`config.mk`:
```
export PLATFORM = sky130hd
export DESIGN_NAME = signed_div_ctrl
export DESIGN_NICKNAME = d
export VERILOG_FILES = /design/src/rtl/signed_div_pkg.sv /design/src/rtl/signed_div_abs_stage.sv /design/src/rtl/signed_div_ctrl.sv
export SDC_FILE = /design/constraint.sdc
export NUM_CORES = 1
export LEC_CHECK = 0
export CELL_PAD_IN_SITES_DETAIL_PLACEMENT = 0
export CELL_PAD_IN_SITES_GLOBAL_PLACEMENT = 2
export CORE_MARGIN = 2
export CORE_UTILIZATION = 35
export CTS_BUF_LIST = sky130_fd_sc_hd__clkbuf_8
export DETAILED_ROUTE_END_ITERATION = 16
export PLACE_DENSITY_LB_ADDON = 0.1
export SLEW_MARGIN = 30
export SYNTH_ARGS = -nofsm -noshare
export SYNTH_HDL_FRONTEND = slang
export SYNTH_SLANG_ARGS = --single-unit
```
`constraint.sdc`:
```
create_clock -name clk -period 4.15 [get_ports clk]
set_clock_uncertainty 0.15 [all_clocks]
set_input_delay 0.83 -clock clk [delete_from_list [all_inputs] [get_ports clk]]
set_output_delay 0.83 -clock clk [all_outputs]
set_load 0.02 [all_outputs]
```
`src/rtl/signed_div_pkg.sv`:
```
// Shared types and helpers for the sequential signed divider.
// Contents: state_t (IDLE, ABS, DIV, FIX, DONE), W_DEFAULT, clog2().
package signed_div_pkg;

  localparam int unsigned W_DEFAULT = 32;

  typedef enum logic [2:0] {
    IDLE = 3'd0,
    ABS  = 3'd1,
    DIV  = 3'd2,
    FIX  = 3'd3,
    DONE = 3'd4
  } state_t;

  // Bits needed to count 0..v-1; at least 1.
  function automatic int unsigned clog2(input int unsigned v);
    int unsigned r;
    r = 1;
    while ((64'd1 << r) < 64'(v)) r = r + 1;
    return r;
  endfunction

endpackage

```
`src/rtl/signed_div_abs_stage.sv`:
```
// Combinational operand preprocessing for the signed divider.
// Ports:
//   a, b      in   W  raw two's-complement dividend/divisor
//   abs_a_c   out  W  |a| as unsigned (|-2^(W-1)| = 2^(W-1))
//   abs_b_c   out  W  |b| as unsigned
//   q_neg_c   out  1  quotient must be negated
//   r_neg_c   out  1  remainder must be negated (follows dividend sign)
//   dbz_c     out  1  divisor is zero
module signed_div_abs_stage
  import signed_div_pkg::*;
#(
  parameter int unsigned W = W_DEFAULT
) (
  input  logic [W-1:0] a,
  input  logic [W-1:0] b,
  output logic [W-1:0] abs_a_c,
  output logic [W-1:0] abs_b_c,
  output logic         q_neg_c,
  output logic         r_neg_c,
  output logic         dbz_c
);

  // Two's-complement negate; the most negative value maps onto itself,
  // which read as unsigned is exactly its magnitude.
  always_comb begin
    abs_a_c = a[W-1] ? (~a + W'(1)) : a;
    abs_b_c = b[W-1] ? (~b + W'(1)) : b;
    q_neg_c = a[W-1] ^ b[W-1];
    r_neg_c = a[W-1];
    dbz_c   = (b == '0);
  end

endmodule

```
`src/rtl/signed_div_ctrl.sv`:
```
// Sequential signed integer divider: magnitude preprocessing, 1-bit/cycle
// restoring division, sign fix-up. Truncating semantics (quotient toward
// zero, remainder takes the dividend sign).
// Ports:
//   clk, rst                 clock, synchronous active-high reset
//   in_valid / in_ready      operand handshake (in_ready high only in IDLE)
//   a, b                     dividend, divisor (two's complement, W bits)
//   out_valid / out_ready    result handshake, result held until accepted
//   quotient, remainder      signed results
//   div_by_zero              divisor was zero for this result
// Build option: define SIGNED_DIV_ZERO_BYPASS_EN to skip the iteration for a
// zero divisor and return quotient = -1, remainder = a in 3 cycles.
module signed_div_ctrl
  import signed_div_pkg::*;
#(
  parameter int unsigned W = W_DEFAULT
) (
  input  logic         clk,
  input  logic         rst,
  input  logic         in_valid,
  output logic         in_ready,
  input  logic [W-1:0] a,
  input  logic [W-1:0] b,
  output logic         out_valid,
  input  logic         out_ready,
  output logic [W-1:0] quotient,
  output logic [W-1:0] remainder,
  output logic         div_by_zero
);

  localparam int unsigned CW = clog2(W);

  state_t        state, state_nxt;
  logic [W-1:0]  a_q, a_nxt;
  logic [W-1:0]  b_q, b_nxt;
  logic [W-1:0]  dvs_q, dvs_nxt;     // |b|
  logic [W-1:0]  shq_q, shq_nxt;     // dividend shifts out, quotient shifts in
  logic [W-1:0]  prem_q, prem_nxt;   // partial remainder, always < |b| (or = |a| prefix when b==0)
  logic          q_neg_q, q_neg_nxt;
  logic          r_neg_q, r_neg_nxt;
  logic          dbz_q, dbz_nxt;
  logic [CW-1:0] cnt_q, cnt_nxt;
  logic          in_ready_nxt;
  logic          out_valid_nxt;
  logic [W-1:0]  quotient_nxt;
  logic [W-1:0]  remainder_nxt;
  logic          div_by_zero_nxt;

  logic [W-1:0]  abs_a_c, abs_b_c;
  logic          q_neg_c, r_neg_c, dbz_c;

  // (W+1)-bit working remainder for one restoring step
  logic [W:0]    p_sh_c;
  logic [W:0]    p_diff_c;
  logic          p_ge_c;

  signed_div_abs_stage #(.W(W)) u_abs (
    .a       (a_q),
    .b       (b_q),
    .abs_a_c (abs_a_c),
    .abs_b_c (abs_b_c),
    .q_neg_c (q_neg_c),
    .r_neg_c (r_neg_c),
    .dbz_c   (dbz_c)
  );

  // Restoring step datapath
  always_comb begin
    p_sh_c   = {prem_q, shq_q[W-1]};
    p_diff_c = p_sh_c - {1'b0, dvs_q};
    p_ge_c   = (p_sh_c >= {1'b0, dvs_q});
  end

  // Next-state and next-register logic
  always_comb begin
    state_nxt       = state;
    a_nxt           = a_q;
    b_nxt           = b_q;
    dvs_nxt         = dvs_q;
    shq_nxt         = shq_q;
    prem_nxt        = prem_q;
    q_neg_nxt       = q_neg_q;
    r_neg_nxt       = r_neg_q;
    dbz_nxt         = dbz_q;
    cnt_nxt         = cnt_q;
    quotient_nxt    = quotient;
    remainder_nxt   = remainder;
    div_by_zero_nxt = div_by_zero;

    case (state)
      IDLE: begin
        if (in_valid && in_ready) begin
          a_nxt     = a;
          b_nxt     = b;
          state_nxt = ABS;
        end
      end
      ABS: begin
        shq_nxt   = abs_a_c;
        dvs_nxt   = abs_b_c;
        prem_nxt  = '0;
        q_neg_nxt = q_neg_c;
        r_neg_nxt = r_neg_c;
        dbz_nxt   = dbz_c;
        cnt_nxt   = '0;
`ifdef SIGNED_DIV_ZERO_BYPASS_EN
        state_nxt = dbz_c ? FIX : DIV;
`else
        state_nxt = DIV;
`endif
      end
      DIV: begin
        if (p_ge_c) begin
          prem_nxt = p_diff_c[W-1:0];
          shq_nxt  = {shq_q[W-2:0], 1'b1};
        end else begin
          prem_nxt = p_sh_c[W-1:0];
          shq_nxt  = {shq_q[W-2:0], 1'b0};
        end
        cnt_nxt = cnt_q + CW'(1);
        if (cnt_q == CW'(W - 1)) state_nxt = FIX;
      end
      FIX: begin
        quotient_nxt    = q_neg_q ? (~shq_q + W'(1)) : shq_q;
        remainder_nxt   = r_neg_q ? (~prem_q + W'(1)) : prem_q;
        div_by_zero_nxt = dbz_q;
`ifdef SIGNED_DIV_ZERO_BYPASS_EN
        if (dbz_q) begin
          quotient_nxt  = '1;
          remainder_nxt = a_q;
        end
`endif
        state_nxt = DONE;
      end
      DONE: begin
        if (out_ready) state_nxt = IDLE;
      end
      default: state_nxt = IDLE;
    endcase

    in_ready_nxt  = (state_nxt == IDLE);
    out_valid_nxt = (state_nxt == DONE);
  end

  // State and datapath registers
  always_ff @(posedge clk) begin
    if (rst) begin
      state       <= IDLE;
      a_q         <= '0;
      b_q         <= '0;
      dvs_q       <= '0;
      shq_q       <= '0;
      prem_q      <= '0;
      q_neg_q     <= 1'b0;
      r_neg_q     <= 1'b0;
      dbz_q       <= 1'b0;
      cnt_q       <= '0;
      in_ready    <= 1'b1;
      out_valid   <= 1'b0;
      quotient    <= '0;
      remainder   <= '0;
      div_by_zero <= 1'b0;
    end else begin
      state       <= state_nxt;
      a_q         <= a_nxt;
      b_q         <= b_nxt;
      dvs_q       <= dvs_nxt;
      shq_q       <= shq_nxt;
      prem_q      <= prem_nxt;
      q_neg_q     <= q_neg_nxt;
      r_neg_q     <= r_neg_nxt;
      dbz_q       <= dbz_nxt;
      cnt_q       <= cnt_nxt;
      in_ready    <= in_ready_nxt;
      out_valid   <= out_valid_nxt;
      quotient    <= quotient_nxt;
      remainder   <= remainder_nxt;
      div_by_zero <= div_by_zero_nxt;
    end
  end

endmodule

```
==> impl_results.md <==
- Worst-Skew Late Latency: between 0.5 and 0.6 ns
- Number of flops mapped to enable cells by yosys: 0
- CTS max path bufs: 3
- Final setup viols: 0
- Post-DR vias/cell: 5.13
- Die area: 37700 um2
- Layout cell share with drive strength beyond 1: 0.0681
- Post-synthesis xor/xnor area fraction: 0.0961
- Max IR drop VDD: 423 uV
- Number of global-route vias before repair: 10500
- CP Max Fanout: 4
- Top_reg_cell synth: dfxtp_1
- CTS tree: yes
- Synthesized netlist net count: 1704
- Commonest cells after routing, fill and taps aside: 262 x nand2_1, 235 x dfxtp_1, 144 x a21oi_1, 133 x nor2_1, 133 x clkdlybuf4s50_1
- RSZ-0062 raised after global routing: no
- TritonRoute pass-1 iters: 5
- Num rows: 69
- Fillers: 3741
- Static Leak: around 5.7 nW
- Clock sinks: approximately 240
- Max_cap viols: 0
- GR Overflow Total: 0
- Adder-Cell Fraction of Synth Area: 0.0391
- Slew headroom: 0.380
- Post-CTS Hold Buffers: 0
- Element type at the critical path end: flip-flop
- Initial Util: 0.356
- Diode count: 0
- CP startpoint kind: flip-flop
- Post-synthesis cell count: 1597
- Largest family of logic cells by synthesized area: compound AO/OA/AOI/OAI gates
- Crit path DAT: 3.90 ns
- Post-route ant nets: 0
- Minimum clock period: around 3.5 ns
- Total track usage: 0.188
- Area of the multi-input gates: 7380 um2
- Die height: a little under 200 um
- Inserted Clock Buffers: 43
- DR iter-0 viols: around 610
- Via count: about 11000
- Area Growth Syn to Fin: 21.8%
- Setup TNS: 0 ns
- Final wirelength: 35900 um
- # nets final: 1808
- Status: completed
- Worst-path clk slew: 0.06 ns
- Gpl congestion: between 0.8 and 0.9
- DP HPWL: 26300 um
- Netlist cell types: 62
- Fin crit share: 0.851
- DRC viols: 0
- Yosys warns: 0
- Mapped Area: 12700 um2
- Die width: 194 um
- Synth Register Bits: approximately 240
- Worst Max-Slew Pin Slew: 0.930 ns
- WL/cell: about 16 um
- Mux cell area share after synthesis: 0.0198
- Max-slew violation count: 0
- Num ports: 135
- Async S/R FF share, synth: 0
- Sequential-to-total area share from yosys stat: 0.376
- Worst Hold Class: reg -> reg
- Mean Syn Cell Area: 7.93 um2
- Setup repair bufs after CTS: 0
- Final Hold Fails: 0
- Largest net degree at the start of global routing: 120
- Post-CTS Resized: 0
- H-tree Lvls: 2
- Initial antenna violation count: 0
- PortBufs: 134
- Post-Synth Simple-Gate Area: 0.186
- Reg area: 4770 um2
- Core Area: roughly 36000 um2
- Clock Tree Root: clkbuf_8
- Critical path data required time: 4.52 ns
- Power Density: between 500 and 600 nW/um2
- Synth Area in Compound Gates: 0.238
- Critical path class: reg -> reg
- Overall Power: 8.46 mW
- FMAX: 283 MHz
- Global-route wire length before repair: 58400 um
- Most common cell after layout, fill and taps aside: nand2_1
==> state kept, by name, indices dropped and copies added (netlist names), 3 cells and up <==
name / flops
a_q: 32
quotient: 32
state: 3
prem_q: 32
dvs_q: 32
shq_q: 32
remainder: 32
cnt_q: 5
b_q: 32
==> metal layers <==
layer,GRT usage,vias up,wire length [um]
li1,-,5900,-
met1,0.311,5044,20400
met2,0.241,265,12900
met3,0.0296,51,1690
met4,0.0525,0,800
met5,0,-,0
==> worst paths after layout <==
path / slack [ns] / cells past startpoint / startpoint / to
min: 0.30 / 2 / dvs_q[20]$_SDFFE_PP0P_ / dvs_q[20]$_SDFFE_PP0P_
max: 0.62 / 13 / shq_q[31]$_SDFFE_PP0P_ / prem_q[26]$_SDFFE_PP0P_
max reg2reg: 0.62 / 13 / shq_q[31]$_SDFFE_PP0P_ / prem_q[26]$_SDFFE_PP0P_
min reg2reg: 0.30 / 2 / dvs_q[20]$_SDFFE_PP0P_ / dvs_q[20]$_SDFFE_PP0P_
==> area by class of cell <==
| class | count | area share |
|---|---|---|
| Tap cell | 461 | 0.0374 |
| Timing Repair Buffer | 159 | 0.102 |
| Sequential cell | 238 | 0.309 |
| Clock inverter | 22 | 0.0111 |
| Clock buffer | 56 | 0.0499 |
| Inverter | 49 | 0.0119 |
| Multi-Input combinational cell | 1210 | 0.478 |
==> through the flow <==
stage / area [um2] / util / hold WS [ns] / worst slack (ns) / cells
floorplan: 12700 / - / 0.282 / 1.07 / 1597
global placement: 14500 / 0.407 / 0.292 / 0.679 / 2117
detailed placement: 14500 / 0.407 / 0.302 / 0.622 / 2117
CTS: 15400 / 0.434 / 0.310 / 0.584 / 2195
global route: 15400 / 0.434 / 0.331 / 0.274 / 2195
finish: 15400 / 0.434 / 0.304 / 0.618 / 2195
==> power breakdown <==
group / leakage, nW / internal (mW) / switching, mW / total (mW)
logic: 3.21 / 1.44 / 1.95 / 3.39
clock network: 0.534 / 1.39 / 1.00 / 2.40
registers: 1.93 / 2.46 / 0.220 / 2.68
total: 5.67 / 5.29 / 3.17 / 8.46
==> cell families (layout without fill, tap and decap cells) <==
group,count (synthesis),count (layout)
flip-flops,238,238
buffers and inverters,149,286
AND/OR/NAND/NOR,533,533
AO/OA/AOI/OAI,474,474
multiplexers,25,25
adder cells (fa/ha/maj),39,39
XOR/XNOR,139,139
==> cells in the mapped netlist (8+ instances only) <==
library cell,n,area [um2]
o21ai_0,92,460
nand2_1,262,983
clkbuf_1,92,345
nor2_1,135,507
a21oi_1,144,721
ha_1,38,475
xor2_1,95,832
or3_1,15,93.8
xnor2_1,44,385
a21o_1,13,97.6
or2_2,9,56.3
or4_1,15,113
a22oi_1,32,240
nor3_1,16,80.1
o31ai_1,33,248
inv_1,49,184
a211oi_1,88,661
o22ai_1,8,50.1
nand2b_1,8,50.1
nand3_1,20,100
o41ai_1,19,166
dfxtp_1,238,4760
mux2i_1,24,240
==> critical path, cell delays in order, from the launching register on <==
cell	delay, ns
dfxtp_1	0.32
inv_1	0.09
ha_1	0.21
inv_1	0.07
fa_1	0.42
a211oi_1	0.24
o21bai_1	0.16
a221oi_1	0.53
a21oi_1	0.24
a22o_1	0.30
o21bai_1	0.15
mux2_2	0.35
o22ai_1	0.15
a21o_1	0.10
No activity file was read; power rests on OpenSTA's default activity.
